==> config.mk <==
export PLATFORM = sky130hd
export DESIGN_NAME = bin_to_bcd_seq_flat
export DESIGN_NICKNAME = d
export VERILOG_FILES = /design/src/rtl/calc_pkg.sv /design/src/rtl/bin_to_bcd_seq_if.sv /design/src/rtl/bcd_digit_adjust.sv /design/src/rtl/bin_to_bcd_seq.sv /design/src/flat_wrapper.sv
export SDC_FILE = /design/constraint.sdc
export NUM_CORES = 1
export LEC_CHECK = 0
export ABC_AREA = 1
export CAP_MARGIN = 25
export CORE_ASPECT_RATIO = 2
export CORE_UTILIZATION = 43
export CTS_CLUSTER_DIAMETER = 50
export DETAILED_ROUTE_END_ITERATION = 7
export HOLD_SLACK_MARGIN = 0.06
export PLACE_DENSITY_LB_ADDON = 0.25
export REMOVE_ABC_BUFFERS = 1
export SYNTH_ARGS = -nofsm -noshare
export SYNTH_HDL_FRONTEND = slang
export SYNTH_HIERARCHICAL = 1
export SYNTH_SLANG_ARGS = --single-unit
==> constraint.sdc <==
create_clock -name clk -period 4.6 [get_ports clk]
set_clock_uncertainty 0.2 [all_clocks]
set_input_delay 0.46 -clock clk [delete_from_list [all_inputs] [get_ports clk]]
set_output_delay 0.46 -clock clk [all_outputs]
set_load 0.03 [all_outputs]
==> src/rtl/calc_pkg.sv <==
// Shared calculator definitions: converter FSM states, BCD digit width and
// the display blanking constants used by the seven-segment path.
package calc_pkg;

    localparam int unsigned BCD_DIGIT_W = 4;
    localparam int unsigned MAX_DIGITS  = 32;

    // Wide constants; users slice off the low DIGITS bits.
    localparam logic [MAX_DIGITS-1:0] MASK_SHOW_ZERO = {{(MAX_DIGITS - 1){1'b1}}, 1'b0};
    localparam logic [MAX_DIGITS-1:0] MASK_ERROR     = '0;

    typedef enum logic [1:0] {
        StIdle,
        StShift,
        StMask,
        StDone
    } state_e;

endpackage

==> src/rtl/bin_to_bcd_seq_if.sv <==
// Start/result bundle between the calculator fsm and the binary-to-BCD converter.
interface bin_to_bcd_seq_if #(
    parameter int unsigned IN_W   = 32,
    parameter int unsigned DIGITS = 8
);
    import calc_pkg::*;

    logic                          start;
    logic [IN_W-1:0]               bin;
    logic                          busy;
    logic                          done;
    logic [BCD_DIGIT_W*DIGITS-1:0] bcd;
    logic [DIGITS-1:0]             an_mask;
    logic                          overflow;

    modport master (
        output start, bin,
        input  busy, done, bcd, an_mask, overflow
    );

    modport slave (
        input  start, bin,
        output busy, done, bcd, an_mask, overflow
    );

endinterface

==> src/rtl/bcd_digit_adjust.sv <==
// Double-dabble correction for one BCD digit: add 3 when the digit is 5 or more.
module bcd_digit_adjust
    import calc_pkg::*;
(
    input  logic [BCD_DIGIT_W-1:0] digit_i,
    output logic [BCD_DIGIT_W-1:0] digit_o
);

    always_comb begin
        digit_o = digit_i;
        if (digit_i >= BCD_DIGIT_W'(5)) begin
            digit_o = digit_i + BCD_DIGIT_W'(3);
        end
    end

endmodule

==> src/rtl/bin_to_bcd_seq.sv <==
// Sequential double-dabble binary-to-BCD converter, one input bit per clock,
// with leading-zero blanking mask and overflow flag for the display path.
module bin_to_bcd_seq
    import calc_pkg::*;
#(
    parameter int unsigned IN_W   = 32,
    parameter int unsigned DIGITS = 8
) (
    input  logic             clk,
    input  logic             reset,
    bin_to_bcd_seq_if.slave  bus
);

    localparam int unsigned BcdW = BCD_DIGIT_W * DIGITS;
    localparam int unsigned CntW = $clog2(IN_W + 1);
    localparam logic [DIGITS-1:0] MaskShowZero = MASK_SHOW_ZERO[DIGITS-1:0];
    localparam logic [DIGITS-1:0] MaskError    = MASK_ERROR[DIGITS-1:0];

    state_e            state_q, state_d;
    logic [CntW-1:0]   cnt_q, cnt_d;
    logic [BcdW-1:0]   bcd_sr_q, bcd_sr_d;
    logic [IN_W-1:0]   bin_sr_q, bin_sr_d;
    logic              ovf_acc_q, ovf_acc_d;
    logic [BcdW-1:0]   bcd_q, bcd_d;
    logic [DIGITS-1:0] an_mask_q, an_mask_d;
    logic              overflow_q, overflow_d;

    logic [BcdW-1:0]   bcd_adj;
    logic [DIGITS-1:0] blank_mask;

    for (genvar g = 0; g < DIGITS; g++) begin : g_adj
        bcd_digit_adjust u_adj (
            .digit_i (bcd_sr_q[g*BCD_DIGIT_W +: BCD_DIGIT_W]),
            .digit_o (bcd_adj[g*BCD_DIGIT_W +: BCD_DIGIT_W])
        );
    end

    // Digit i blanks only when it and every digit above it are zero; digit 0 always shows.
    always_comb begin
        logic upper_zero;
        upper_zero = 1'b1;
        blank_mask = '0;
        for (int i = DIGITS - 1; i > 0; i--) begin
            upper_zero    = upper_zero & (bcd_sr_q[i*BCD_DIGIT_W +: BCD_DIGIT_W] == '0);
            blank_mask[i] = upper_zero;
        end
    end

    always_comb begin
        state_d    = state_q;
        cnt_d      = cnt_q;
        bcd_sr_d   = bcd_sr_q;
        bin_sr_d   = bin_sr_q;
        ovf_acc_d  = ovf_acc_q;
        bcd_d      = bcd_q;
        an_mask_d  = an_mask_q;
        overflow_d = overflow_q;
        unique case (state_q)
            StIdle: begin
                if (bus.start) begin
                    state_d   = StShift;
                    cnt_d     = '0;
                    bcd_sr_d  = '0;
                    bin_sr_d  = bus.bin;
                    ovf_acc_d = 1'b0;
                end
            end
            StShift: begin
                // A set MSB after adjustment is a carry out of the top digit.
                bcd_sr_d  = {bcd_adj[BcdW-2:0], bin_sr_q[IN_W-1]};
                bin_sr_d  = bin_sr_q << 1;
                ovf_acc_d = ovf_acc_q | bcd_adj[BcdW-1];
                cnt_d     = cnt_q + CntW'(1);
                if (cnt_q == CntW'(IN_W - 1)) begin
                    state_d = StMask;
                end
            end
            StMask: begin
                state_d = StDone;
                if (ovf_acc_q) begin
                    bcd_d      = '0;
                    an_mask_d  = MaskError;
                    overflow_d = 1'b1;
                end else begin
                    bcd_d      = bcd_sr_q;
                    an_mask_d  = blank_mask;
                    overflow_d = 1'b0;
                end
            end
            StDone: begin
                state_d = StIdle;
            end
            default: begin
                state_d = StIdle;
            end
        endcase
    end

    always_ff @(posedge clk or posedge reset) begin
        if (reset) begin
            state_q    <= StIdle;
            cnt_q      <= '0;
            bcd_sr_q   <= '0;
            bin_sr_q   <= '0;
            ovf_acc_q  <= 1'b0;
            bcd_q      <= '0;
            an_mask_q  <= MaskShowZero;
            overflow_q <= 1'b0;
        end else begin
            state_q    <= state_d;
            cnt_q      <= cnt_d;
            bcd_sr_q   <= bcd_sr_d;
            bin_sr_q   <= bin_sr_d;
            ovf_acc_q  <= ovf_acc_d;
            bcd_q      <= bcd_d;
            an_mask_q  <= an_mask_d;
            overflow_q <= overflow_d;
        end
    end

    assign bus.busy     = (state_q != StIdle);
    assign bus.done     = (state_q == StDone);
    assign bus.bcd      = bcd_q;
    assign bus.an_mask  = an_mask_q;
    assign bus.overflow = overflow_q;

endmodule

==> src/flat_wrapper.sv <==
// flat-port wrapper written by rule: the top's interface ports become plain ports
module bin_to_bcd_seq_flat import calc_pkg::*;
#(
    parameter int unsigned IN_W   = 32,
    parameter int unsigned DIGITS = 8
)
  (clk, reset, bus_start, bus_bin, bus_busy, bus_done, bus_bcd, bus_an_mask, bus_overflow);
  bin_to_bcd_seq_if #(.IN_W(IN_W), .DIGITS(DIGITS)) bus_i ();
  input  logic clk;
  input  logic reset;
  input wire logic [$bits(bus_i.start)-1:0] bus_start;
  input wire logic [$bits(bus_i.bin)-1:0] bus_bin;
  output wire logic [$bits(bus_i.busy)-1:0] bus_busy;
  output wire logic [$bits(bus_i.done)-1:0] bus_done;
  output wire logic [$bits(bus_i.bcd)-1:0] bus_bcd;
  output wire logic [$bits(bus_i.an_mask)-1:0] bus_an_mask;
  output wire logic [$bits(bus_i.overflow)-1:0] bus_overflow;
  assign bus_i.start = bus_start;
  assign bus_i.bin = bus_bin;
  assign bus_busy = bus_i.busy;
  assign bus_done = bus_i.done;
  assign bus_bcd = bus_i.bcd;
  assign bus_an_mask = bus_i.an_mask;
  assign bus_overflow = bus_i.overflow;
  bin_to_bcd_seq #(.IN_W(IN_W), .DIGITS(DIGITS)) u_core (.clk(clk), .reset(reset), .bus(bus_i));
endmodule
==> run_results.csv, run 1 <==
group,metric,value,unit
run_status,status,"complete, no violations",
synthesis,ys_warn_count,6,
place,dp_hpwl,9.25,mm
cts,ctsHoldBuffers,0,
final_layout,regArea,2840,um^2
final_layout,nets,832,
cts,cts_resized,0,
critical_path,crit_arrival,2870,ps
grt,busiest_layer,"met2",
place,port-buffer-count,76,
floorplanning,ios,78,
cts,cts_buffer_depth,2,
critical_path,reg2reg_from,"u_core/state_q[0]$_DFFE_PP0P_",
critical_path,r2r_cells,10,
critical_path,critical_path_buf_inv_count,5,
floorplanning,start_util,0.438,
sta,setup_total_negative_slack,0,ps
sta,setup_viol,0,
sta,fmax,0.362,GHz
floorplanning,placementRows,61,
synthesis,synth_cell_type_count,32,
synthesis,synthTopCellsByArea,"dfrtp_1 (44%), nand2_1 (9.1%), o21ai_0 (7.3%)",
cts,clock_latency,410,ps
sta,relSlewSlack,0.499,
critical_path,cp_common_cell,"inv_1",
grt,grt_pass1_vias,4967,
worst_hold_path,hp-class,"input pin to async pin",
cts,cts_inserted_buffers,17,
synthesis,syn_area,6050,um^2
cts,root_buffer,"clkbuf_16",
synthesis,synth_ff_type,"dfrtp_1",
job,maxCapViolations,0,
grt,antenna_found_initial,0,
critical_path,cpLargestDelayFamily,"buffers and inverters",
critical_path,crit_type,"flip-flop to flip-flop",
synthesis,synth_edf_count,0,
route,finalWirelength,13.5,mm
cts,cts_setup_buffers,0,
floorplanning,die_w,85.9,um
floorplanning,dieArea,14600,um^2
critical_path,slowest_delay,440,ps
synthesis,netlist.area_leader.share,0.438,
final_layout,drive_above_1_share,0.175,
grt,use_met3,0.0467,
synthesis,netlist_instances,705,
grt,gr-usage-met1,0.217,
critical_path,critPathLaunchType,"flip-flop",
route,final_antenna_net_count,0,
cts,htree_levels,4,
route,via_count,4920,
place,gp_congestion,0.772,
synthesis,synthTopCellsByCount,"nand2_1 (146), dfrtp_1 (106), inv_1 (97)",
route,drc,0,
power_and_ir_drop,p_leak,3.29,nW
final_layout,fin_util,0.551,
floorplanning,dieHeight,170,um
critical_path,critPathMaxFanout,80,
critical_path,critPathCaptureType,"flip-flop",
final_layout,nFillCells,1250,
cts,cts.clk_slew.worst_paths,50,ps
critical_path,r2r_slack,1840,ps
synthesis,synth-seq-area-share,0.469,
synthesis,synth.most_common_cell,"nand2_1",
floorplanning,core,13800,um^2
sta,period_share,0.600,
route,drtPass1Iterations,5,
sta,min_period,2760,ps
grt,grt_max_degree,99,
route,avgRoutedWirePerCell,13.8,um
grt,grt_pass1_wl,23.1,mm
sta,hold_violations,0,
cts,cts_tree,"built",
route,vias_per_cell,5.03,
critical_path,required,4710,ps
grt,gr-usage-met2,0.369,
final_layout,synthToLayoutAreaGrowth,25.9,%
synthesis,synth_area_per_cell,8.58,um^2
sta,drv_slew,0,
critical_path,crit_path_top_delay_cell,"dfrtp_1",
grt,grt-ovfl-total,0,
final_layout,diodes,0,
synthesis,ys_seq_elements,113,
synthesis,synth_top_area_cell,"dfrtp_1",
grt,grt_use_total,0.201,
critical_path,crit_chain,"inv_1 -> ha_1 -> inv_1 -> or2_1 -> buf_4 -> o21ai_2 -> inv_4 -> buf_16 -> o211ai_1 -> o21ai_0",
synthesis,async_flop_share,1.00,
route,drt-initial-drc-count,347,
power_and_ir_drop,vdd_drop_max,0.000322,V
final_layout,multi_input_area,2650,um^2
sta,rsz0062_at_grt,"no",
sta,worst_slew_pin_slew,745,ps
cts,cts.sinks,113,
critical_path,rr_endpoint,"u_core/bin_sr_q[29]$_DFFE_PP0P_",
power_and_ir_drop,p_per_area,579,nW/um^2
==> how the worst max path moves through the flow <==
stage	startpoint	end	slack (ps)	depth (start not counted)
after floorplan	u_core/state_q[1]$_DFFE_PP0P_	u_core/bin_sr_q[26]$_DFFE_PP0P_	350	6
after global placement	bus_start	u_core/bin_sr_q[26]$_DFFE_PP0P_	1570	7
after detailed placement	bus_start	u_core/bin_sr_q[27]$_DFFE_PP0P_	1510	7
after CTS	u_core/state_q[0]$_DFFE_PP0P_	u_core/bin_sr_q[29]$_DFFE_PP0P_	1510	9
after global routing	u_core/state_q[0]$_DFFE_PP0P_	u_core/bin_sr_q[27]$_DFFE_PP0P_	1640	10
final	u_core/state_q[0]$_DFFE_PP0P_	u_core/bin_sr_q[29]$_DFFE_PP0P_	1840	10
==> through the flow <==
step	hold slack [ps]	worst slack, ps	std cells	instance area, um^2	total power, mW
floorplan	254	354	672	5880	2.56
global placement	257	1570	942	6930	3.00
detailed placement	256	1510	943	6950	3.09
CTS	266	1510	975	7530	4.39
global route	246	1640	978	7620	4.70
finish	206	1840	978	7620	4.41
==> final cells by class <==
cell class | instances | share of cell area
repair buffers | 85 | 0.119
clock inverters | 13 | 0.0182
well taps | 189 | 0.0310
clock buffers | 19 | 0.0581
multi-input cells | 453 | 0.348
inverters | 106 | 0.0529
flip-flops and latches | 113 | 0.372
==> per-layer routing <==
| layer | up-vias | share of wire |
|---|---|---|
| met1 | 2378 | 0.39 |
| met5 | - | 0 |
| met2 | 98 | 0.56 |
| met3 | 26 | 0.031 |
| met4 | 0 | 0.021 |
| li1 | 2418 | - |
==> layout by cell type, fill, tap and decap left out, drive strengths merged <==
cell type / count
nand2: 154
o21ai: 126
dfrtp: 106
inv: 106
clkdlybuf4s50: 76
nor2: 52
nand3: 45
o211ai: 30
ha: 21
clkbuf: 19
a21oi: 14
buf: 9
dfstp: 7
clkinv: 6
clkinvlp: 5
nor4: 3
bufinv: 2
nand4: 2
or2: 1
o31ai: 1
o21a: 1
a22o: 1
nor3: 1
conb: 1
==> state kept, by name, summed over array words and instances (netlist names) <==
name,cells
u_core/ovf_acc_q,1
u_core/bus.overflow,1
u_core/bin_sr_q,32
u_core/bcd_sr_q,32
u_core/bus.bcd,32
u_core/bus.an_mask,7
u_core/cnt_q,6
u_core/state_q,2
==> cells by family (layout without fill, tap and decap cells) <==
family | Yosys count | count (layout) | share of synthesized area
simple gates | 258 | 258 | 0.195
compound gates | 173 | 173 | 0.197
buf+inv | 139 | 223 | 0.0951
flops | 113 | 113 | 0.469
fa+ha+maj | 21 | 21 | 0.0434
other cells | 1 | 1 | 0.000620
==> power by group <==
group,switching (mW),internal (mW)
logic,1.13,0.613
registers,0.111,1.27
clock network,0.471,0.809
total,1.72,2.69
No activity file was read; power rests on OpenSTA's default activity.
==> inputs of run 2 (changes only) <==
Clock period 4.6 ns to 2.4 ns, I/O delays scaled along.
==> run 2 against run 1 <==
Core utilization fell by 0.47 points. Hold slack better by 20 ps. Combinational power up 87%. Critical path depth shrank 1. Sequential power increased by 92%. First-iteration DRC count down 31%. Final cell count rose by 0.20%. Clock-buffer cell count grew 2. Total power increased by 87%. Sequential share of layout area rose by 0.32 points. Via count increased by 2.2%. Clock power grew 80%.
==> run_results.csv, run 2 (synthesis gave the netlist of run 1 again) <==
group,metric,value,unit
run_status,status,"complete, no violations",
grt,antenna_found_initial,0,
cts,cts_tree,"built",
power_and_ir_drop,vdd_drop_max,0.000793,V
cts,htree_levels,4,
final_layout,final_cell_mix,"nand2_1 (146), dfrtp_1 (106), inv_1 (96), o21ai_0 (88), clkdlybuf4s50_1 (75)",
cts,clock_latency,410,ps
cts,cts_setup_buffers,0,
job,maxCapViolations,0,
cts,root_buffer,"clkbuf_16",
sta,drv_slew,0,
final_layout,layout_commonest_cell,"nand2_1",
power_and_ir_drop,p_switching,3.25,mW
grt,grt-ovfl-total,0,
route,finalWirelength,13.7,mm
sta,worst_slew_pin_slew,711,ps
critical_path,reg2reg_from,"u_core/state_q[0]$_DFFE_PP0P_",
grt,grt_pass1_vias,5060,
worst_hold_path,whs_path_depth,3,
power_and_ir_drop,switching_share,0.395,
route,drtPass1Iterations,5,
floorplanning,start_util,0.438,
critical_path,r2r_cells,9,
worst_hold_path,hold-path-endpoint,"u_core/bin_sr_q[0]$_DFFE_PP0P_",
critical_path,crit_type,"flip-flop to flip-flop",
floorplanning,dieArea,14600,um^2
power_and_ir_drop,clock_power_share,0.280,
critical_path,critPathLaunchType,"flip-flop",
final_layout,fin_cells,980,
route,drt-initial-drc-count,241,
critical_path,crit_arrival,2280,ps
place,port-buffer-count,76,
sta,fin_hold_ws,226,ps
sta,rsz0062_at_grt,"no",
route,avgRoutedWirePerCell,14.0,um
floorplanning,core,13800,um^2
floorplanning,ios,78,
cts,cts_buffer_depth,2,
sta,setup_viol,0,
critical_path,rr_endpoint,"u_core/bin_sr_q[11]$_DFFE_PP0P_",
place,dp_hpwl,9.53,mm
sta,period_share,0.911,
final_layout,diodes,0,
final_layout,multi_input_area,2650,um^2
power_and_ir_drop,finalPower,8.23,mW
cts,cts.clk_slew.worst_paths,60,ps
final_layout,synthToLayoutAreaGrowth,24.8,%
power_and_ir_drop,p_per_area,1090,nW/um^2
grt,grt_pass1_wl,23.1,mm
place,dpl.cell_count,947,
critical_path,critPathCaptureType,"flip-flop",
sta,setup_total_negative_slack,0,ps
sta,fmax,0.457,GHz
grt,grt_max_degree,63,
cts,cts_inserted_buffers,17,
sta,relSlewSlack,0.526,
final_layout,nets,834,
power_and_ir_drop,p_seq_frac,0.322,
floorplanning,placementRows,61,
final_layout,drive_above_1_share,0.173,
final_layout,regArea,2840,um^2
sta,hold_violations,0,
grt,grt_use_total,0.201,
power_and_ir_drop,p_leak,3.27,nW
route,drc,0,
power_and_ir_drop,p_int,4.98,mW
critical_path,required,2490,ps
worst_hold_path,hp-class,"input pin to flip-flop",
route,final_antenna_net_count,0,
worst_hold_path,worstHoldStart,"bus_bin[0]",
sta,min_period,2190,ps
floorplanning,die_w,85.9,um
final_layout,nFillCells,1261,
cts,cts.sinks,113,
critical_path,r2r_slack,210,ps
floorplanning,dieHeight,170,um
critical_path,crit_path_start,"u_core/state_q[0]$_DFFE_PP0P_",
route,vias_per_cell,5.13,
power_and_ir_drop,comb_power_share,0.399,
route,via_count,5027,
critical_path,critPathMaxFanout,38,
place,gp_congestion,0.832,
[run 2: what timing repair did]
item                                    CTS  global route
gates resized for setup                   1             1
hold buffers                              1             0
endpoints found under the hold margin    19             0
endpoints found under the setup margin    1             5
[run 2: layout make-up]
class,count,share of cell area
flip-flops and latches,113,0.376
clock buffers,21,0.0596
clock inverters,11,0.0119
repair buffers,87,0.117
well taps,189,0.0313
multi-input cells,453,0.351
inverters,106,0.0537
[run 2: power by group through the flow]
stage               Sequential (mW)  Combinational (mW)  Clock, mW
global placement               2.67                3.18          0
CTS                            2.65                3.31       2.35
floorplan                      2.85                2.07          0
finish                         2.65                3.28       2.30
detailed placement             2.69                3.30          0
global route                   2.71                3.64       2.43
[run 2: layer usage]
metal / part of all wire / track usage
met1: 0.38 / 0.211
met2: 0.56 / 0.370
met3: 0.033 / 0.0452
met4: 0.020 / 0.0913
met5: 0 / 0
[run 2: per-stage QoR]
step           area, um^2   util  setup WS (ps)
3_5_place_dp         7000  0.507            160
5_1_grt              7550  0.547           52.6
2_1_floorplan        5880      -          -1850
6_report             7550  0.547            213
4_1_cts              7550  0.547            147
3_3_place_gp         7000  0.507            271
[run 2: critical path, stage by stage, from the launching register on]
cell      delay (ps)
dfrtp_1          440
inv_1            120
ha_1             230
inv_1             70
or2_1            240
o21ai_2          160
inv_6            190
buf_12           240
o211ai_2          90
o21ai_2           70
[run 2: how the worst max path moves through the flow]
stage | to | slack [ps] | cells past startpoint
after floorplan | u_core/bin_sr_q[26]$_DFFE_PP0P_ | -1850 | 6
after global placement | u_core/bin_sr_q[26]$_DFFE_PP0P_ | 270 | 9
after detailed placement | u_core/bin_sr_q[2]$_DFFE_PP0P_ | 160 | 9
after CTS | u_core/bin_sr_q[2]$_DFFE_PP0P_ | 150 | 9
after global routing | u_core/bin_sr_q[26]$_DFFE_PP0P_ | 50 | 9
final | u_core/bin_sr_q[11]$_DFFE_PP0P_ | 210 | 9
